===== config.mk =====
export PLATFORM = sky130hd
export DESIGN_NAME = fpga_vme_regs_flat
export DESIGN_NICKNAME = d
export VERILOG_FILES = /design/src/rtl/fpga_vme_regs_if.sv /design/src/rtl/fpga_vme_regs.sv /design/src/flat_wrapper.sv
export SDC_FILE = /design/constraint.sdc
export NUM_CORES = 1
export LEC_CHECK = 0
export BUFFER_PORTS_ARGS = -buffer_cell sky130_fd_sc_hd__clkbuf_2
export CAP_MARGIN = 15
export CORE_AREA = 4 4 421 423
export DETAILED_ROUTE_END_ITERATION = 16
export DIE_AREA = 0 0 425 427
export GPL_TIMING_DRIVEN = 0
export PLACE_DENSITY = 0.36
export SLEW_MARGIN = 20
export SYNTH_ARGS = -nofsm -noshare
export SYNTH_HDL_FRONTEND = slang
export SYNTH_SLANG_ARGS = --single-unit

===== constraint.sdc =====
create_clock -name SYSCLK -period 2.8 [get_ports SYSCLK]
set_input_delay 0.56 -clock SYSCLK [delete_from_list [all_inputs] [get_ports SYSCLK]]
set_output_delay 0.56 -clock SYSCLK [all_outputs]
set_load 0.02 [all_outputs]

===== src/rtl/fpga_vme_regs_if.sv =====
// CPLD-to-FPGA register strobe bus.
// The CPLD drives strobes, address and write data; the FPGA answers.
interface fpga_vme_regs_if;
    logic        FRS;
    logic        FWS;
    logic [4:0]  FA;
    logic [31:0] DIN;
    logic [31:0] DOUT;
    logic        DOE;
    logic        FDTACK;

    modport master (
        output FRS, FWS, FA, DIN,
        input  DOUT, DOE, FDTACK
    );

    modport slave (
        input  FRS, FWS, FA, DIN,
        output DOUT, DOE, FDTACK
    );
endinterface


===== src/rtl/fpga_vme_regs.sv =====
// FPGA-side register responder for the CPLD VME strobe bus.
// 16 RW words, 15 RO status words and a firmware version word.
module fpga_vme_regs #(
    parameter int unsigned ACK_DELAY  = 2,
    parameter logic [31:0] FW_VERSION = 32'h0103_0000,
    parameter logic [31:0] RW_INIT    = 32'h0000_0000
) (
    input  logic         SYSCLK,
    input  logic         RST_N,
    fpga_vme_regs_if.slave bus,
    output logic [511:0] REG_OUT,
    output logic [15:0]  WR_PULSE,
    input  logic [479:0] RO_IN
);

    typedef enum logic [1:0] {
        S_IDLE,
        S_WAIT,
        S_ACK,
        S_RELEASE
    } state_t;

    localparam logic [3:0] CNT_INIT = 4'(ACK_DELAY - 1);

    logic        frs_q, fws_q, frs_d, fws_d;
    logic [4:0]  fa_q;
    logic [31:0] din_q;

    state_t      state_q, state_d;
    logic [3:0]  cnt_q, cnt_d;
    logic [4:0]  addr_q;
    logic        wr_q;
    logic [31:0] dout_q;
    logic [15:0] wr_pulse_q;
    logic [31:0] rw_q [16];

    logic        rise, accept, sel, fire, fire_wr;
    logic [4:0]  fire_addr;
    logic [31:0] rd_data;

    always_ff @(posedge SYSCLK or negedge RST_N) begin
        if (!RST_N) begin
            frs_q <= 1'b0;
            fws_q <= 1'b0;
            frs_d <= 1'b0;
            fws_d <= 1'b0;
            fa_q  <= '0;
            din_q <= '0;
        end else begin
            frs_q <= bus.FRS;
            fws_q <= bus.FWS;
            frs_d <= frs_q;
            fws_d <= fws_q;
            fa_q  <= bus.FA;
            din_q <= bus.DIN;
        end
    end

    // Simultaneous strobes are illegal and never accepted.
    assign rise   = (frs_q & ~frs_d) | (fws_q & ~fws_d);
    assign accept = rise & ~(frs_q & fws_q);
    assign sel    = wr_q ? fws_q : frs_q;

    // The accept cycle itself is the last wait cycle when ACK_DELAY is 1.
    assign fire_addr = (state_q == S_IDLE) ? fa_q : addr_q;
    assign fire_wr   = (state_q == S_IDLE) ? fws_q : wr_q;

    always_comb begin
        state_d = state_q;
        cnt_d   = cnt_q;
        fire    = 1'b0;
        unique case (state_q)
            S_IDLE: begin
                if (accept) begin
                    cnt_d = CNT_INIT;
                    if (ACK_DELAY <= 1) begin
                        state_d = S_ACK;
                        fire    = 1'b1;
                    end else begin
                        state_d = S_WAIT;
                    end
                end
            end
            S_WAIT: begin
                if (!sel) begin
                    state_d = S_RELEASE;
                end else if (cnt_q <= 4'd1) begin
                    state_d = S_ACK;
                    cnt_d   = '0;
                    fire    = 1'b1;
                end else begin
                    cnt_d = cnt_q - 4'd1;
                end
            end
            S_ACK: begin
                if (!sel) state_d = S_RELEASE;
            end
            S_RELEASE: state_d = S_IDLE;
            default:   state_d = S_IDLE;
        endcase
    end

    always_comb begin
        rd_data = FW_VERSION;
        unique case (1'b1)
            !fire_addr[4]:
                rd_data = rw_q[fire_addr[3:0]];
            fire_addr[4] && (fire_addr != 5'd31):
                rd_data = RO_IN[{fire_addr[3:0], 5'd0} +: 32];
            default: ;
        endcase
    end

    always_ff @(posedge SYSCLK or negedge RST_N) begin
        if (!RST_N) begin
            state_q    <= S_IDLE;
            cnt_q      <= '0;
            addr_q     <= '0;
            wr_q       <= 1'b0;
            dout_q     <= '0;
            wr_pulse_q <= '0;
            for (int i = 0; i < 16; i++) rw_q[i] <= RW_INIT;
        end else begin
            state_q    <= state_d;
            cnt_q      <= cnt_d;
            wr_pulse_q <= '0;
            if (state_q == S_IDLE && accept) begin
                addr_q <= fa_q;
                wr_q   <= fws_q;
            end
            if (fire && fire_wr && !fire_addr[4]) begin
                rw_q[fire_addr[3:0]]       <= din_q;
                wr_pulse_q[fire_addr[3:0]] <= 1'b1;
            end
            if (fire && !fire_wr) dout_q <= rd_data;
        end
    end

    for (genvar g = 0; g < 16; g++) begin : g_reg_out
        assign REG_OUT[32*g +: 32] = rw_q[g];
    end

    assign WR_PULSE   = wr_pulse_q;
    assign bus.DOUT   = dout_q;
    assign bus.DOE    = (state_q == S_ACK) && !wr_q;
    assign bus.FDTACK = !((state_q == S_ACK) && sel);

endmodule


===== src/flat_wrapper.sv =====
// flat-port wrapper written by rule: the top's interface ports become plain ports
module fpga_vme_regs_flat 
#(
    parameter int unsigned ACK_DELAY  = 2,
    parameter logic [31:0] FW_VERSION = 32'h0103_0000,
    parameter logic [31:0] RW_INIT    = 32'h0000_0000
)
  (SYSCLK, RST_N, REG_OUT, WR_PULSE, RO_IN, bus_FRS, bus_FWS, bus_FA, bus_DIN, bus_DOUT, bus_DOE, bus_FDTACK);
  fpga_vme_regs_if bus_i ();
  input  logic SYSCLK;
  input  logic RST_N;
  output logic [511:0] REG_OUT;
  output logic [15:0] WR_PULSE;
  input  logic [479:0] RO_IN;
  input wire logic [$bits(bus_i.FRS)-1:0] bus_FRS;
  input wire logic [$bits(bus_i.FWS)-1:0] bus_FWS;
  input wire logic [$bits(bus_i.FA)-1:0] bus_FA;
  input wire logic [$bits(bus_i.DIN)-1:0] bus_DIN;
  output wire logic [$bits(bus_i.DOUT)-1:0] bus_DOUT;
  output wire logic [$bits(bus_i.DOE)-1:0] bus_DOE;
  output wire logic [$bits(bus_i.FDTACK)-1:0] bus_FDTACK;
  assign bus_i.FRS = bus_FRS;
  assign bus_i.FWS = bus_FWS;
  assign bus_i.FA = bus_FA;
  assign bus_i.DIN = bus_DIN;
  assign bus_DOUT = bus_i.DOUT;
  assign bus_DOE = bus_i.DOE;
  assign bus_FDTACK = bus_i.FDTACK;
  fpga_vme_regs #(.ACK_DELAY(ACK_DELAY), .FW_VERSION(FW_VERSION), .RW_INIT(RW_INIT)) u_core (.SYSCLK(SYSCLK), .RST_N(RST_N), .bus(bus_i), .REG_OUT(REG_OUT), .WR_PULSE(WR_PULSE), .RO_IN(RO_IN));
endmodule

==> run metrics <==
status finished with violations; violated checks setup timing; CP delay by family, top simple AND/OR/NAND/NOR gates; Clk pwr share 0.184; r2r setup slk -190 ps; post-synthesis sequential area ratio 0.5143; Inserted Clock Buffers 80; placement row count 153; core region area 173,400 sq um; Post-Layout Cell Count 5,984; TritonCTS clock tree built; post-synthesis cell count 2,275; Critical Path Start u_core.state_q[1]; # IOs 1,083; CP most frequent cell buf_12; Bufs and invs on worst path 6; pin count of the biggest net entering global routing 80; Worst slew margin 0.4677; DRT iter0 DRCs 1,769; number of synthesized flops with an enable pin 0; GRT Total Usage 0.2435; Seq pwr share 0.224; clock tree buffer depth 3; total clock sinks 613; multi-input gate area in the final layout 14,360 sq um; r2r startpoint u_core.state_q[1]; Worst-Skew Late Latency 710 ps; Post-DRT Antenna Nets 0; Pins Over Slew Limit 0; R2R depth 13; dpl hpwl 179.7 mm; mux contribution to synthesized area 0.2809; first-pass GRT wire length 291.2 mm; worst reg2reg endpoint u_core.bus.DOUT[12]; Yosys reg bits 613; DR WL/cell 38.39 um; P&R area growth vs syn 51.05%; ys async rst share 1.000; cell area after synthesis 29,820 sq um; drt total wl 229.7 mm; grt total ovfl 0; Leakage 21.82 nW; NetSw 0.02920 W; Cell Int Power 0.03047 W; DRT Pass-1 Iters 5; max_cap viols 0; unrepaired setup endpoints after global routing true; CP required 3430 ps; Distinct cells, synth 69; # fillers 18,605; Die X 425 um; placed insts 5,698; XOR/XNOR Fraction of Synth Area 0; CP Max Fanout 6; final hold viol count 0; Final Total Pwr 0.05966 W; Fmax achieved 334.7 MHz; Final period util 1.067; combinational power share 0.592; initial antenna violation count 42; Simple-Gate Fraction of Synth Area 0.04942; Pwr Density 1324 nW/um^2; crit-path max cell delay 480 ps; critical path class reg -> reg; Avg Cell Area, Syn 13.11 sq um; root buf cell clkbuf_16; H-tree depth 3; maximum vdd drop 0.0004822 V; Via density 4.566; Worst Setup Start Kind flop; layout net count 4,109; critical-path cell list inv_2 -> ha_4 -> buf_6 -> or3b_4 -> and2_4 -> buf_12 -> buf_12 -> clkbuf_16 -> buf_16 -> o22ai_4 -> o21ai_2 -> nand4_1 -> o21ai_1; Initial Util 0.1720; adder-cell share of the synthesized area 0.002098; total number of vias 27,325; minimum clock period 2988 ps; Reg clk slew, reported paths 70 ps; # setup viols final 20; FF+latch area 15,340 sq um; Crit. End Element flop; Final WS setup -188.1 ps; vias in the first global route 28,438; IO Port Bufs 1,082; Synth Net Count 2,801; DIE HEIGHT 427 um; HP Class in -> async; Switching Share 0.4893; Main synth FF type dfrtp_1; Ys Warns 0; layout cells sized above 1 0.6249; Tightest Pin Transition 798.4 ps; Slowest cell on crit path nand4_1; largest family of logic cells by synthesized area multiplexers; Clock Skews 43.36 ps; crit path DAT 3620 ps; DRC 0; Synth Area in Compound Gates 0.1104; Final Wtd Congestion 0.9075; Die ar. 181,500 sq um
==> kinds of logic after synthesis <==
family,Yosys count
buffers and inverters,227
adders and majority gates,5
DFF,613
muxes,652
AOI/OAI and AO/OA,525
and+or+nand+nor,253
==> synthesized netlist by cell type, types with 11 or more instances <==
cell type / n / area (sq um)
dfrtp_1: 613 / 15340
mux2_2: 519 / 5844
o22ai_1: 253 / 1583
o21ai_0: 125 / 625.6
mux4_2: 92 / 2072
nand2_1: 81 / 304.0
buf_2: 76 / 380.4
clkbuf_1: 71 / 266.5
a21oi_1: 48 / 240.2
buf_6: 37 / 416.7
nor2_1: 33 / 123.9
mux2_1: 27 / 304.0
nand3_1: 27 / 135.1
nor4b_1: 27 / 236.5
nand4_1: 26 / 162.7
a221oi_1: 25 / 219.0
buf_1: 15 / 56.30
inv_1: 15 / 56.30
o21ai_1: 13 / 65.06
mux2i_1: 12 / 120.1
buf_4: 11 / 82.58
==> cell usage in the layout, fill, tap and decap left out, types with 23 or more instances in the layout <==
cell / instances
mux2_1: 27
nand4_1: 26
buf_4: 95
nand2_1: 78
o22ai_2: 32
mux4_2: 92
o22ai_1: 199
clkbuf_16: 93
buf_12: 48
buf_8: 30
clkbuf_1: 51
dfrtp_1: 613
o21ai_1: 68
a21oi_1: 39
buf_6: 46
nor2_1: 30
nand3_1: 27
dlygate4sd3_1: 40
mux2_2: 517
o22ai_4: 23
clkbuf_2: 1086
o21ai_0: 47
==> registers in the layout, indices dropped and copies added (netlist names), 2 cells and up <==
register,cells
u_core.din_q,32
u_core.cnt_q,4
u_core.state_q,2
u_core.addr_q,5
u_core.WR_PULSE,16
u_core.bus.DOUT,32
u_core.fa_q,5
u_core.REG_OUT,512
==> worst max-delay path by stage <==
stage | endpoint | slack [ps] | depth (start not counted)
2_1_floorplan | u_core.bus.DOUT[17] | 430 | 11
3_3_place_gp | u_core.bus.DOUT[13] | -15630 | 1
3_5_place_dp | u_core.bus.DOUT[13] | -1670 | 11
4_1_cts | u_core.bus.DOUT[6] | -380 | 11
5_1_grt | u_core.bus.DOUT[7] | -280 | 14
6_report | u_core.bus.DOUT[12] | -190 | 13
==> cell type report <==
type / count / area share
diodes: 17 / 0.0009443
plain buffers: 209 / 0.05455
clock buffers: 112 / 0.05069
clock inverters: 29 / 0.009332
inverters: 15 / 0.001250
multi-input cells: 1435 / 0.3187
flip-flops and latches: 613 / 0.3405
well taps: 2325 / 0.06457
repair buffers: 1229 / 0.1595
==> worst register-to-register path, stage by stage (launching register included) <==
cell,delay (ps)
dfrtp_1,380
inv_2,70
ha_4,190
buf_6,140
or3b_4,220
and2_4,220
buf_12,180
buf_12,130
clkbuf_16,180
buf_16,180
o22ai_4,120
o21ai_2,130
nand4_1,480
o21ai_1,300
==> metrics by stage <==
step | util | worst slack [ps] | hold WS, ps | TNS [ps] | instance area, sq um
finish | 0.2598 | -188.1 | 359.6 | -1954 | 45050
floorplan | - | 434.0 | 264.4 | 0 | 29820
global placement | 0.2200 | -15630 | 469.6 | -9708240 | 38150
detailed placement | 0.2227 | -1666 | 473.8 | -172330 | 38620
CTS | 0.2536 | -379.3 | 301.9 | -3228 | 43980
global route | 0.2597 | -278.7 | 360.4 | -3705 | 45040
==> power by group through the flow <==
stage / Combinational [W] / Sequential (W) / Clock, W
CTS: 0.0342 / 0.0133 / 0.0112
detailed placement: 0.0299 / 0.0134 / 0
global route: 0.0365 / 0.0137 / 0.0115
finish: 0.0353 / 0.0134 / 0.0110
floorplan: 0.0114 / 0.0156 / 0
global placement: 0.0295 / 0.0133 / 0
==> repair_timing <==
item	in CTS	in global routing
setup buffers	46	46
cloned	4	0
endpoints found under the hold margin	73	0
setup endpoints to repair	515	198
gates resized for setup	482	188
pin swaps	76	80
hold buffers	40	0
==> routing by layer <==
metal,up-vias,track usage,part of all wire
met3,359,0.04529,0.052
met2,1161,0.4679,0.54
met1,14404,0.2552,0.35
li1,11397,-,-
met5,-,0,0.00014
met4,4,0.1093,0.052
Note: power is estimated with default switching activity, not from simulation.
